`config.mk`:
```
export PLATFORM = sky130hd
export DESIGN_NAME = prominence_stream_out
export DESIGN_NICKNAME = d
export VERILOG_FILES = /design/src/rtl/prominence_stream_out.sv
export SDC_FILE = /design/constraint.sdc
export NUM_CORES = 1
export LEC_CHECK = 0
export ABC_AREA = 1
export CAP_MARGIN = 10
export CORE_ASPECT_RATIO = 0.75
export CORE_UTILIZATION = 30
export CTS_CLUSTER_SIZE = 20
export DETAILED_ROUTE_END_ITERATION = 8
export PLACE_DENSITY_LB_ADDON = 0.2
export SETUP_SLACK_MARGIN = 0.02
export SLEW_MARGIN = 20
export SYNTH_ARGS = -nofsm -noshare
export SYNTH_HDL_FRONTEND = slang
export SYNTH_SLANG_ARGS = --single-unit
```
`constraint.sdc`:
```
create_clock -name clk -period 1.8 [get_ports clk]
set_input_delay 0.36 -clock clk [delete_from_list [all_inputs] [get_ports clk]]
set_output_delay 0.36 -clock clk [all_outputs]
set_load 0.02 [all_outputs]
```
`src/rtl/prominence_stream_out.sv`:
```
`timescale 1ns/1ps
`default_nettype none
// ============================================================================
// Module      : prominence_stream_out
// Description : AXI-Stream master that reads prominence results from the
//               3-field result buffer and streams them out as one frame.
//               Buffer layout: prominence at {2'b00,i}, peak value at
//               {2'b01,i}, sample index at {2'b10,i}. Beat order per entry is
//               prominence, peak value, index (index zero-extended from
//               10 bits).
// Options     : PROM_STREAM_HDR_EN - when defined, the frame starts with a
//               header beat carrying N (tuser_m=1); entry beats then have
//               tuser_m=0 and N==0 yields a single header-only beat.
// Ports       : clk, reset_n (async, active-low), ce (clock enable)
//               start/count          frame request and entry count N
//               busy/done            frame status, done is a 1-cycle pulse
//               buf_addr/buf_rd      buffer read port, buf_rdata 1 cycle later
//               tdata_m/tuser_m/tlast_m/tvalid_m/tready_m  AXI-Stream master
// Revision    : 1.0 - initial release
// ============================================================================
module prominence_stream_out #(
    parameter int DW = 16,
    parameter int AW = 10,
    parameter int CW = 8
) (
    input  logic          clk,
    input  logic          reset_n,
    input  logic          ce,
    input  logic          start,
    input  logic [CW-1:0] count,
    output logic          busy,
    output logic          done,
    output logic [AW-1:0] buf_addr,
    output logic          buf_rd,
    input  logic [DW-1:0] buf_rdata,
    output logic [DW-1:0] tdata_m,
    output logic          tuser_m,
    output logic          tlast_m,
    output logic          tvalid_m,
    input  logic          tready_m
);

    localparam int EW = AW - 2;  // entry part of the buffer address

    typedef enum logic [2:0] {
        IDLE = 3'd0,
        READ = 3'd1,
        CAPT = 3'd2,
        SEND = 3'd3,
        DONE = 3'd4
    } state_t;

    state_t        state, state_n;
    logic [CW-1:0] n_lat, n_lat_n;
    logic [CW-1:0] entry, entry_n;
    logic [1:0]    field, field_n;
    logic [DW-1:0] tdata_n;
    logic          tuser_n, tlast_n, tvalid_n;
    logic          first_beat;
`ifdef PROM_STREAM_HDR_EN
    logic          hdr, hdr_n;      // beat in SEND is the header, not an entry
`endif

    // Status and buffer port are pure decodes of the state so they are 0
    // whenever the FSM sits in IDLE (including straight out of reset).
    assign busy     = (state != IDLE);
    assign done     = (state == DONE);
    assign buf_rd   = (state == READ);
    assign buf_addr = buf_rd ? {field, EW'(entry)} : '0;

`ifdef PROM_STREAM_HDR_EN
    assign first_beat = 1'b0;       // the header carries the frame start
`else
    assign first_beat = (entry == '0) && (field == 2'd0);
`endif

    always_comb begin
        state_n  = state;
        n_lat_n  = n_lat;
        entry_n  = entry;
        field_n  = field;
        tdata_n  = tdata_m;
        tuser_n  = tuser_m;
        tlast_n  = tlast_m;
        tvalid_n = tvalid_m;
`ifdef PROM_STREAM_HDR_EN
        hdr_n    = hdr;
`endif
        case (state)
            IDLE: begin
                if (start) begin
                    n_lat_n = count;
                    entry_n = '0;
                    field_n = 2'd0;
`ifdef PROM_STREAM_HDR_EN
                    // Header needs no buffer read, so it goes straight out.
                    tdata_n  = {{(DW-CW){1'b0}}, count};
                    tuser_n  = 1'b1;
                    tlast_n  = (count == '0);
                    tvalid_n = 1'b1;
                    hdr_n    = 1'b1;
                    state_n  = SEND;
`else
                    state_n  = (count == '0) ? DONE : READ;
`endif
                end
            end
            READ: state_n = CAPT;
            CAPT: begin
                // Index field is only 10 bits wide in the buffer.
                tdata_n  = (field == 2'd2) ? {{(DW-10){1'b0}}, buf_rdata[9:0]}
                                           : buf_rdata;
                tuser_n  = first_beat;
                tlast_n  = (entry == n_lat - CW'(1)) && (field == 2'd2);
                tvalid_n = 1'b1;
                state_n  = SEND;
            end
            SEND: begin
                if (tready_m) begin
                    tvalid_n = 1'b0;
                    tuser_n  = 1'b0;
`ifdef PROM_STREAM_HDR_EN
                    if (hdr) begin
                        hdr_n = 1'b0;
                    end else
`endif
                    if (field < 2'd2) begin
                        field_n = field + 2'd1;
                    end else begin
                        field_n = 2'd0;
                        entry_n = entry + CW'(1);
                    end
                    state_n = tlast_m ? DONE : READ;
                end
            end
            DONE:    state_n = IDLE;
            default: state_n = IDLE;
        endcase
    end

    always_ff @(posedge clk or negedge reset_n) begin
        if (!reset_n) begin
            state    <= IDLE;
            n_lat    <= '0;
            entry    <= '0;
            field    <= 2'd0;
            tdata_m  <= '0;
            tuser_m  <= 1'b0;
            tlast_m  <= 1'b0;
            tvalid_m <= 1'b0;
`ifdef PROM_STREAM_HDR_EN
            hdr      <= 1'b0;
`endif
        end else if (ce) begin
            state    <= state_n;
            n_lat    <= n_lat_n;
            entry    <= entry_n;
            field    <= field_n;
            tdata_m  <= tdata_n;
            tuser_m  <= tuser_n;
            tlast_m  <= tlast_n;
            tvalid_m <= tvalid_n;
`ifdef PROM_STREAM_HDR_EN
            hdr      <= hdr_n;
`endif
        end
    end

endmodule
`default_nettype wire

```
==> impl_metrics.ini <==
[sta]
slew_violations = 0
finalSetupTns_ps = 0
max_clock_freq_mhz = 582.6
setup_viol = 0
fin_crit_sh = 0.9535
grt_setup_unrepaired = yes
hold_viol = 0
fin_crit_ps = 1716
slew_headroom = 0.7203
clock_skew_ps = 6.730
fin_ws_ps = 83.66
worst_pin_slew_ps = 419.5

[clock_network]
clk_latency_ps = 290
tritoncts = done
cts-root-buf = clkbuf_8
cts_buffer_depth = 2
clock-sinks = 40
cts-htree-levels = 2
cts_buffers = 5
clk_pin_slew_ps = 80

[yosys]
synth_top_cell_by_area = dfrtp_1
synthTopCellsByArea = dfrtp_1, nand2_1, nand3_1
ys_seq_area_frac = 0.4492
ys_ff_latch = 40
yosysTopAreaCellShare = 0.4492
ys_warn_count = 0
syn_nets = 344
synth_cell_types = 26
syn_area_per_cell_um2 = 7.142
synth_cells = 312
netlist_area_um2 = 2228

[detailed_routing]
drc_errors = 0
route.vias.total = 2156
ant_nets = 0
totalWireLength_um = 5842
drtIter0Drc = 109
routedWlPerCell_um = 11.83
vias_per_cell = 4.364
dr.pass1.iters = 4

[global_routing]
grt_max_degree = 19
grt_usage = 0.1600
antenna_found_initial = 0
grt_overflow = 0
grt_pass1_vias = 1970
grt_pass1_wl_um = 9701

[power_and_ir_drop]
vdd.ir_drop.worst_v = 0.0005666
p_total_uw = 4515
leakagePower_uw = 0.001565
powerDensity_nw_per_um2 = 1430

[layout]
fill_cells = 722
synthToLayoutAreaGrowth_pct = 41.72
final_nets = 427
final_cell_mix = nand2_1, clkdlybuf4s50_1, dfrtp_1, inv_1, buf_4
drive_gt1_frac = 0.1439
insertedDiodeCount = 0
layout_commonest_cell = nand2_1

[min_path]
holdCritStartpoint = tdata_m[2]
min_path_type = flip-flop to flip-flop

[worst_setup_path]
start_kind = flip-flop
cp_num_buf_inv = 1
worst_path_max_delay_cell = clkdlybuf4s50_1
required_ps = 1440
rr_startpoint = n_lat[0]
worstSetupPathType = flip-flop to output pin
cp_slowest_stage_delay_ps = 650
critical_path.top_delay_family = buffers and inverters
setup.worst_path.start = tlast_m
cp_cell_sequence = clkdlybuf4s50_1
critPathCaptureType = output pin
critPathMaxFanout = 4
crit_arrival_ps = 1360

[floorplan]
rows = 26
die_y_um = 76.64
coreArea_um2 = 6994
die_area_um2 = 7780
start_util = 0.3186
boundaryPins = 61
fp.dieW_um = 101.5

[outcome]
status = finished, final reports clean

[placement]
place_hpwl_um = 4626
pre_cts_ws_ps = -150.9
gp_congestion = 0.8310
io_buffer_count = 60

[flow_run]
maxCapViolations = 0
==> report_power, final <==
| part | total (uW) | leakage (uW) | switching, uW | internal [uW] |
|---|---|---|---|---|
| Sequential | 1460 | 0.000514 | 237 | 1230 |
| Combinational | 2330 | 0.000995 | 1370 | 958 |
| Clock | 721 | 0.0000552 | 310 | 411 |
| Total | 4510 | 0.00156 | 1920 | 2600 |
==> worst paths after layout <==
check                             end  slack (ps)  cells after the start
min reg2reg                tdata_m[2]         470                      2
max                           tlast_m          80                      1
min                        tdata_m[2]         470                      2
min in group asynchronous    entry[5]         540                      2
max reg2reg                   tlast_m         260                     10
max in group asynchronous    n_lat[4]         710                      3
==> flip-flops by register name, indices dropped and copies added, names as in the netlist <==
register	flops
tuser_m	1
entry	8
field	2
state	3
n_lat	8
tdata_m	16
tvalid_m	1
tlast_m	1
==> layout make-up <==
class | count | area [um^2] | area share
Timing Repair Buffer | 83 | 730.7 | 0.2314
Clock inverter | 2 | 35.03 | 0.01109
Clock buffer | 6 | 72.57 | 0.02298
Sequential cell | 40 | 1001 | 0.3170
Multi-Input combinational cell | 224 | 1039 | 0.3288
Tap cell | 98 | 122.6 | 0.03883
Inverter | 41 | 157.7 | 0.04992
==> synthesized netlist by cell type (all sizes together) <==
cell type and number:
o22ai 2, ha 3, o21ai 22, inv 40
clkinv 1, xnor2 2, nor4 1, a21oi 2
clkbuf 3, a22oi 1, nor3 7, nand4 3
nand3 30, nor2 33, buf 4, nand2 113
dfrtp 40, xor2 5
==> routing by layer <==
layer	GRT usage	wire length, um	part of all wire	vias to the layer above
li1	-	-	-	1138
met1	0.2449	3033	0.52	957
met2	0.2223	2419	0.41	57
met3	0.03394	336	0.058	4
met4	0.04348	52	0.0089	0
met5	0	0	0	-
==> kinds of logic (layout without fill, tap and decap cells) <==
logic type	after synthesis	count (layout)	share of synthesized area
xor+xnor	7	7	0.02751
compound gates	27	27	0.06457
flops	40	40	0.4492
fa+ha+maj	3	3	0.01685
simple gates	187	187	0.3549
buf+inv	48	132	0.08703
==> through the flow <==
step / instance area, um^2 / hold slack [ps] / utilization / cells
4_1_cts: 3144 / 477.8 / 0.4496 / 494
6_report: 3158 / 472.6 / 0.4515 / 494
3_5_place_dp: 3077 / 318.7 / 0.4399 / 485
5_1_grt: 3158 / 494.3 / 0.4515 / 494
3_3_place_gp: 3077 / 320.1 / 0.4399 / 485
2_1_floorplan: 2233 / 64.41 / - / 312
==> repair_timing <==
action,CTS,global route
setup buffers,0,0
endpoints found under the setup margin,13,15
endpoints found under the hold margin,3,0
hold buffers,1,0
gates resized for setup,48,15
Power figures use the tool's default switching activity.
